[src/rtl/sap_1_out_display.sv]
// SAP-1 output stage: latches the output byte, converts it to BCD with a serial
// double-dabble engine and plays the digits one at a time on a single 7-segment display.
module sap_1_out_display #(
   parameter int unsigned DIGIT_TICKS = 5_000_000,
   parameter int unsigned BLANK_TICKS = 2_500_000,
   parameter int unsigned CNT_W       = 24
) (
   input  logic       clk,
   input  logic       rst_n,
   input  logic       out_load,
   input  logic [7:0] out_data,
   output logic [7:0] value,
   output logic       busy,
   output logic [7:0] seg
);

   typedef enum logic [1:0] {StShowH, StShowT, StShowO, StGap} state_e;

   localparam logic [CNT_W-1:0] DigitLast = CNT_W'(DIGIT_TICKS - 1);
   localparam logic [CNT_W-1:0] BlankLast = CNT_W'(BLANK_TICKS - 1);

   logic [7:0]       value_q;
   logic             busy_q;
   logic [2:0]       step_q;
   logic [7:0]       bin_q;
   logic [1:0]       wh_q;
   logic [3:0]       wt_q;
   logic [3:0]       wo_q;
   logic [1:0]       dig_h_q;
   logic [3:0]       dig_t_q;
   logic [3:0]       dig_o_q;
   state_e           state_q;
   logic [CNT_W-1:0] dwell_q;

   logic [3:0]       t_adj;
   logic [3:0]       o_adj;
   logic [17:0]      shift_out;
   logic             commit;
   logic [CNT_W-1:0] dwell_last;

   function automatic logic [6:0] decode(input logic [3:0] d);
      logic [6:0] s;
      s = 7'h00;
      unique case (d)
         4'd0:    s = 7'h3F;
         4'd1:    s = 7'h06;
         4'd2:    s = 7'h5B;
         4'd3:    s = 7'h4F;
         4'd4:    s = 7'h66;
         4'd5:    s = 7'h6D;
         4'd6:    s = 7'h7D;
         4'd7:    s = 7'h07;
         4'd8:    s = 7'h7F;
         4'd9:    s = 7'h6F;
         default: s = 7'h00;
      endcase
      return s;
   endfunction

   // Leading-zero suppression: skip hundreds/tens while they are zero.
   function automatic state_e first_state(input logic [1:0] h, input logic [3:0] t);
      if (h != 2'd0) return StShowH;
      else if (t != 4'd0) return StShowT;
      else return StShowO;
   endfunction

   always_comb begin
      t_adj      = (wt_q >= 4'd5) ? wt_q + 4'd3 : wt_q;
      o_adj      = (wo_q >= 4'd5) ? wo_q + 4'd3 : wo_q;
      shift_out  = {wh_q[0], t_adj, o_adj, bin_q, 1'b0};
      commit     = busy_q && !out_load && (step_q == 3'd7);
      dwell_last = (state_q == StGap) ? BlankLast : DigitLast;
   end

   always_ff @(posedge clk) begin
      if (!rst_n) begin
         value_q <= 8'h00;
         busy_q  <= 1'b0;
         step_q  <= 3'd0;
         bin_q   <= 8'h00;
         wh_q    <= 2'd0;
         wt_q    <= 4'd0;
         wo_q    <= 4'd0;
         dig_h_q <= 2'd0;
         dig_t_q <= 4'd0;
         dig_o_q <= 4'd0;
         state_q <= StGap;
         dwell_q <= '0;
      end else begin
         if (out_load) begin
            value_q <= out_data;
            bin_q   <= out_data;
            wh_q    <= 2'd0;
            wt_q    <= 4'd0;
            wo_q    <= 4'd0;
            step_q  <= 3'd0;
            busy_q  <= 1'b1;
         end else if (busy_q) begin
            {wh_q, wt_q, wo_q, bin_q} <= shift_out;
            step_q <= step_q + 3'd1;
            if (step_q == 3'd7) begin
               busy_q  <= 1'b0;
               dig_h_q <= shift_out[17:16];
               dig_t_q <= shift_out[15:12];
               dig_o_q <= shift_out[11:8];
            end
         end

         // Fresh digits restart the sequence so the new number is shown from its start.
         if (commit) begin
            state_q <= first_state(shift_out[17:16], shift_out[15:12]);
            dwell_q <= '0;
         end else if (dwell_q == dwell_last) begin
            dwell_q <= '0;
            unique case (state_q)
               StShowH: state_q <= StShowT;
               StShowT: state_q <= StShowO;
               StShowO: state_q <= StGap;
               StGap:   state_q <= first_state(dig_h_q, dig_t_q);
            endcase
         end else begin
            dwell_q <= dwell_q + 1'b1;
         end
      end
   end

   always_comb begin
      seg = 8'h00;
      unique case (state_q)
         StShowH: seg = {1'b0, decode({2'b00, dig_h_q})};
         StShowT: seg = {1'b0, decode(dig_t_q)};
         StShowO: seg = {1'b1, decode(dig_o_q)};
         StGap:   seg = 8'h00;
      endcase
   end

   assign value = value_q;
   assign busy  = busy_q;

endmodule

[config.mk]
export PLATFORM = sky130hd
export DESIGN_NAME = sap_1_out_display
export DESIGN_NICKNAME = d
export VERILOG_FILES = /design/src/rtl/sap_1_out_display.sv
export SDC_FILE = /design/constraint.sdc
export NUM_CORES = 1
export LEC_CHECK = 0
export BUFFER_PORTS_ARGS = -buffer_cell sky130_fd_sc_hd__buf_2
export CORE_ASPECT_RATIO = 1.25
export CORE_MARGIN = 3
export CORE_UTILIZATION = 60
export DETAILED_ROUTE_END_ITERATION = 6
export GPL_TIMING_DRIVEN = 0
export PLACE_DENSITY = 0.81
export SLEW_MARGIN = 20
export SYNTH_ARGS = -nofsm -noshare
export SYNTH_HDL_FRONTEND = slang
export SYNTH_SLANG_ARGS = --single-unit
[constraint.sdc]
create_clock -name clk -period 2.8 [get_ports clk]
set_input_delay 0 -clock clk [delete_from_list [all_inputs] [get_ports clk]]
set_output_delay 0 -clock clk [all_outputs]
set_load 0.05 [all_outputs]
==> results of run 1 <==
## power breakdown
group,internal (mW),total [mW],switching [mW]
Combinational,0.0528,0.140,0.0873
Sequential,1.14,1.16,0.0130
Clock,0.431,0.845,0.414
## through the flow
stage                     instances  setup slack, ns
after floorplan                 448           0.2219
after global placement          556           0.1712
after detailed placement        556          0.09059
after CTS                       580          0.06713
after global routing            580          0.02471
final                           580           0.2076
## layout make-up
cell class | instances | share of cell area
plain buffers | 21 | 0.02229
clock buffers | 10 | 0.03184
clock inverters | 6 | 0.01389
inverters | 20 | 0.01737
multi-input cells | 328 | 0.4764
flip-flops and latches | 79 | 0.3658
well taps | 82 | 0.02373
repair buffers | 34 | 0.04863
## placed cells by master (no fill, tap or decap), drive strengths merged, types with 4 or more instances in the layout
cell type / synthesis / routed
nor2: 60 / 60
and3: 10 / 10
o21ai: 30 / 30
nand3: 14 / 14
nand2: 35 / 35
clkbuf: 11 / 22
xor2: 11 / 11
nand2b: 12 / 12
inv: 20 / 20
xnor2: 18 / 18
a31oi: 6 / 6
a211oi: 5 / 5
and2: 10 / 10
nor3b: 4 / 4
nand4: 4 / 4
nor3: 5 / 5
nor4b: 5 / 5
mux2i: 18 / 18
dfxtp: 79 / 79
buf: 10 / 35
a21oi: 35 / 35
ha: 19 / 19
dlygate4sd3: 0 / 8
## critical path: stages, from the launching register on
cell and delay (ns):
dfxtp_1 0.43, inv_1 0.08, ha_1 0.25, nand2b_1 0.10, a21oi_1 0.11, xnor2_1 0.37, a21oi_1 0.20, nor2_1 0.29
inv_1 0.13, ha_1 0.31, a21oi_1 0.14, a21oi_1 0.06
## layer usage
metal / up-vias / global-route usage / routed length [um]
met5: - / 0 / 0
met4: 0 / 0.1217 / 197
met3: 20 / 0.04064 / 318
met2: 75 / 0.4229 / 4136
met1: 1486 / 0.2601 / 3451
li1: 1619 / - / -
## worst max-delay path by stage
stage,from,to,slack [ns],cells past startpoint
6_report,wo_q[0],flip-flop,0.21,11
5_1_grt,wo_q[0],flip-flop,0.02,11
4_1_cts,step_q[0],flip-flop,0.07,11
3_5_place_dp,wo_q[0],flip-flop,0.09,9
3_3_place_gp,wo_q[0],flip-flop,0.17,9
2_1_floorplan,busy,flip-flop,0.22,10
## kinds of logic after synthesis
logic type                 Yosys count
DFF                                 79
muxes                               18
AOI/OAI and AO/OA                   91
and+or+nand+nor                    171
adders and majority gates           19
xor gates and xnor gates            29
buffers and inverters               41
## repair_timing
action | 4_1_cts | 5_1_grt
endpoints found under the setup margin | 0 | 8
hold endpoints to repair | 15 | 0
resized for setup | 0 | 4
hold buffers | 8 | 0
==> metrics.md, run 1 <==
| Metric | Value |
|---|---|
| Clock buffer depth | 2 |
| Hold_sp | rst_n |
| Layout cell share with drive strength beyond 1 | 0.1185 |
| Fin crit period | ~2.6 ns |
| Core box area | 5973 um2 |
| Max Clk Rate | 385.7 MHz |
| Layout Area Growth over Synthesis | 13.65% |
| Io pins | 28 |
| Final period util | 0.9258 |
| Placed instance area | 4036 um2 |
| Final net count | about 520 |
| Mean Syn Cell Area | 8.490 um2 |
| Worst Path Required | ~3.0 ns |
| CTS Sinks | 79 |
| Synth area leaders | dfxtp_1 (42%), ha_1 (6.3%), nor2_1 (5.9%), mux2i_1 (4.7%), a21oi_1 (4.6%) |
| Final HPWL DP | 5734 um |
| CP max FO | 5 |
| Max VDD drop | 0.0004065 V |
| Crit end category | flip-flop |
| # H-tree levels | 3 |
| Skew-Pair Late Insertion Delay | 0.36 ns |
| Total power | 2.140 mW |
| N_diodes | 0 |
| Setup Buffers After CTS | 0 |
| Worst Setup Start Kind | flip-flop |
| Post-route cell area | 4323 um2 |
| Tightest Pin Transition | between 0.5 and 0.6 ns |
| Area share of and/or/nand/nor cells after synthesis | 0.2217 |
| Clk_skew | about 0.012 ns |
| FFs w/ async S/R, synth | 0 |
| Cell taking the most area after synthesis | dfxtp_1 |
| PortBufs | 26 |
| Synth Area in Adders | 0.06250 |
| Mapped Cells | 448 |
| First drt pass iteration count | 5 |
| Synth Warn # | 0 |
| Final ANT Viol Nets | 0 |
| First-pass GRT wire length | 13540 um |
| Final Util | 0.7237 |
| Final setup fails | 0 |
| Slew headroom | 0.6215 |
| DRC errors left | 0 |
| Pwr Density | 495.1 nW/um2 |
| Seq/Total Area, Yosys | 0.4158 |
| Post-Route WL | between 8000 and 9000 um |
| Post-synth EDFFs | 0 |
| WHS | approximately 0.16 ns |
| DIE WIDTH | about 77 um |
| Reg2Reg Depth | 11 |
| Site Rows | 31 |
| Mapped Nets | 478 |
| R2R Path Start | wo_q[0] |
| Die ar. | 7337 um2 |
| Ys flop type | dfxtp_1 |
| Largest net degree at the start of global routing | 14 |
| Initial Utilization | 0.6368 |
| Vias in the first global route | 3061 |
| Max-cap viol count | 0 |
| RePlAce Congestion | ~0.83 |
| Die Height | 95.02 um |
| WS Path Type | flip-flop to flip-flop |
| Endpoints failing hold | 0 |
| Area occupied by multi-input gates | 2059 um2 |
| Portion of netlist area occupied by mux cells | 0.04737 |
| Iter 0 DRT Violations | 144 |
| Vias | 3200 |
| Hold path cells | 4 |
| CTS root buf | clkbuf_8 |
| Status | finished, final reports clean |
| TNS Setup | 0 ns |
| Synth Cell Area | ~3800 um2 |
| Yosys top cell area share | 0.4158 |
| Synth top cells by count | dfxtp_1 (79), nor2_1 (60), a21oi_1 (35) |
| CTS tree | built |
| Leak | 1.761 nW |
| Initial antenna violation count | 0 |
| Worst Hold Path EP | dig_o_q[2] |
| Xor/xnor share of the synthesized area | 0.06678 |
| RSZ-0062 raised after global routing | false |
| Yosys reg bits | 79 |
| Main combinational cell family by area after synthesis | simple AND/OR/NAND/NOR gates |
| Avg Vias per Cell | between 5 and 6 |
| Critical Path AT | 2.83 ns |
| Pins over their slew limit | 0 |
| Hold Path Class | input pin to flip-flop |
| Synth Area in Compound Gates | 0.1414 |
| Synth cell types | 45 |
| GRT Total Usage | 0.2326 |
| Global route overflow | 0 |
| Sequential Area | ~1600 um2 |
| Wire length per cell | 13.97 um |
| CTS buffer count | 9 |
| Fillers | 479 |
| Clock-pin slew on the worst setup and hold paths | 0.08 ns |
| Setup slack of the most critical reg-to-reg path | 0.21 ns |
| Cell with the most instances after synthesis | dfxtp_1 |
(Power assumes the default switching activity.)
==> run 2, diff against run 1 <==
--- a/config.mk
+++ b/config.mk
@@ -11,8 +11,9 @@
 export CORE_UTILIZATION = 60
 export DETAILED_ROUTE_END_ITERATION = 6
 export GPL_TIMING_DRIVEN = 0
-export PLACE_DENSITY = 0.81
+export PLACE_DENSITY = 0.91
 export SLEW_MARGIN = 20
 export SYNTH_ARGS = -nofsm -noshare
 export SYNTH_HDL_FRONTEND = slang
 export SYNTH_SLANG_ARGS = --single-unit
+export TNS_END_PERCENT = 50
==> run 2 against run 1 <==
Compared with the run above:
- via count is 1.0% higher
- die area is the same
- clock-buffer cell count decreased by 1
==> metrics.md, run 2 (synthesized netlist as in run 1, its figures left out) <==
| Metric | Value |
|---|---|
| CP max stage delay | 0.42 ns |
| Layout Area Growth over Synthesis | 13.62% |
| Max Clk Rate | around 380 MHz |
| Initial antenna violation count | 0 |
| First-pass GRT wire length | 13520 um |
| Clk_skew | 0.01045 ns |
| Die ar. | approximately 7300 um2 |
| Site Rows | 31 |
| N_diodes | 0 |
| Global route overflow | 0 |
| Leak | 1.758 nW |
| CTS root buf | clkbuf_8 |
| Iter 0 DRT Violations | 173 |
| Hold Path Class | input pin to flip-flop |
| CTS buffer count | 9 |
| Slew headroom | 0.5973 |
| Vias in the first global route | about 3100 |
| Io pins | 28 |
| Dpl cells | between 500 and 600 |
| RePlAce Congestion | slightly above 0.9 |
| Pwr Density | 494.7 nW/um2 |
| GRT Total Usage | 0.2278 |
| Die Height | about 95 um |
| Setup Buffers After CTS | 0 |
| Final setup fails | 0 |
| Most common cell after layout, fill and taps aside | dfxtp_1 |
| Crit path max-delay family | adder cells |
| CTS tree | built |
| Tightest Pin Transition | 0.6041 ns |
| Largest net degree at the start of global routing | 15 |
| TNS Setup | 0 ns |
| Skew-Pair Late Insertion Delay | 0.35 ns |
| Final net count | ~520 |
| Max VDD drop | about 0.00045 V |
| Final HPWL DP | a little under 6000 um |
| Sequential Area | 1582 um2 |
| Worst path bufs/invs | 2 |
| Initial Utilization | 0.6368 |
| Clock buffer depth | 2 |
| Vias | 3233 |
| WS Path Type | flip-flop to flip-flop |
| Final period util | 0.9323 |
| Status | finished, final reports clean |
| Avg Vias per Cell | 5.574 |
| Layout cell share with drive strength beyond 1 | 0.1185 |
| Worst Path Required | 3.03 ns |
| Core box area | roughly 6000 um2 |
| Fin crit period | 2.610 ns |
| Fillers | between 400 and 500 |
| Post-Route WL | 8133 um |
| CTS Sinks | 79 |
| Area occupied by multi-input gates | approximately 2000 um2 |
| Final ANT Viol Nets | 0 |
| Endpoints failing hold | 0 |
| Crit-path cells | inv_1 > ha_1 > nand2b_1 > a21oi_1 > xnor2_1 > a21oi_1 > nor2_1 > inv_1 > ha_1 > a21oi_1 > a21oi_1 |
| DRC errors left | 0 |
| Crit end category | flip-flop |
| Clock-pin slew on the worst setup and hold paths | 0.09 ns |
| Crit-path most repeated cell | a21oi_1 |
| Worst Setup Start Kind | flip-flop |
| Post-route insts no fill | 580 |
| Total power | 2.138 mW |
| DIE WIDTH | 77.22 um |
| Slowest cell on crit path | dfxtp_1 |
| Max-cap viol count | 0 |
| CP max FO | 5 |
| PortBufs | 26 |
| # H-tree levels | 3 |
| Critical Path AT | 2.84 ns |
| Wire length per cell | about 14 um |
| Pins over their slew limit | 0 |
| First drt pass iteration count | 4 |
| RSZ-0062 raised after global routing | false |
| Commonest non-fill, non-tap cells in the layout | dfxtp_1 (79), nor2_1 (60), a21oi_1 (35) |
-- run 2: power by group --
part | internal [mW] | leakage [nW] | total (mW) | switching (mW)
clock network | 0.413 | 0.0956 | 0.841 | 0.428
registers | 1.14 | 0.641 | 1.16 | 0.0136
logic | 0.0527 | 1.02 | 0.141 | 0.0882
total | 1.61 | 1.76 | 2.14 | 0.530
-- run 2: per-layer routing --
metal | track usage | vias up | share of wire
li1 | - | 1627 | -
met1 | 0.2518 | 1507 | 0.42
met2 | 0.4164 | 77 | 0.52
met3 | 0.04442 | 22 | 0.036
met4 | 0.1142 | 0 | 0.028
met5 | 0 | - | 0
-- run 2: layout make-up --
cell class                 instances  area share
multi-input combinational        328      0.4766
timing repair buffer              34     0.04864
clock buffer                       9     0.02866
tap                               82     0.02374
buffer                            21     0.02229
inverter                          20     0.01737
sequential                        79      0.3660
clock inverter                     7     0.01679
-- run 2: path summary, 6_finish.rpt --
| path | start | end | slack, ns | cells after the start |
|---|---|---|---|---|
| max | wo_q[0] | flip-flop | 0.19 | 11 |
| min | rst_n | dig_o_q[2] | 0.17 | 4 |
| max reg2reg | wo_q[0] | flip-flop | 0.19 | 11 |
| min reg2reg | value[7] | value[7] | 0.47 | 2 |
-- run 2: metrics by stage --
step,cell area (um2),worst slack (ns),util,hold WS [ns]
floorplan,3804,0.2219,-,0.1520
global placement,4036,0.2043,0.6757,0.2747
detailed placement,4036,0.08772,0.6757,0.2758
CTS,4313,0.05832,0.7220,0.1513
global route,4322,0.008832,0.7235,0.1985
finish,4322,0.1896,0.7235,0.1701
-- run 2: worst reg2reg max path, stage by stage, from the launching register on --
cell,delay (ns)
dfxtp_1,0.42
inv_1,0.07
ha_1,0.25
nand2b_1,0.10
a21oi_1,0.11
xnor2_1,0.39
a21oi_1,0.20
nor2_1,0.29
inv_1,0.14
ha_1,0.32
a21oi_1,0.14
a21oi_1,0.07
-- run 2: what timing repair did --
item                                   4_1_cts  5_1_grt
hold buffers                                 8        0
endpoints found under the hold margin       14        0
resized for setup                            0        4
setup endpoints to repair                    0        7
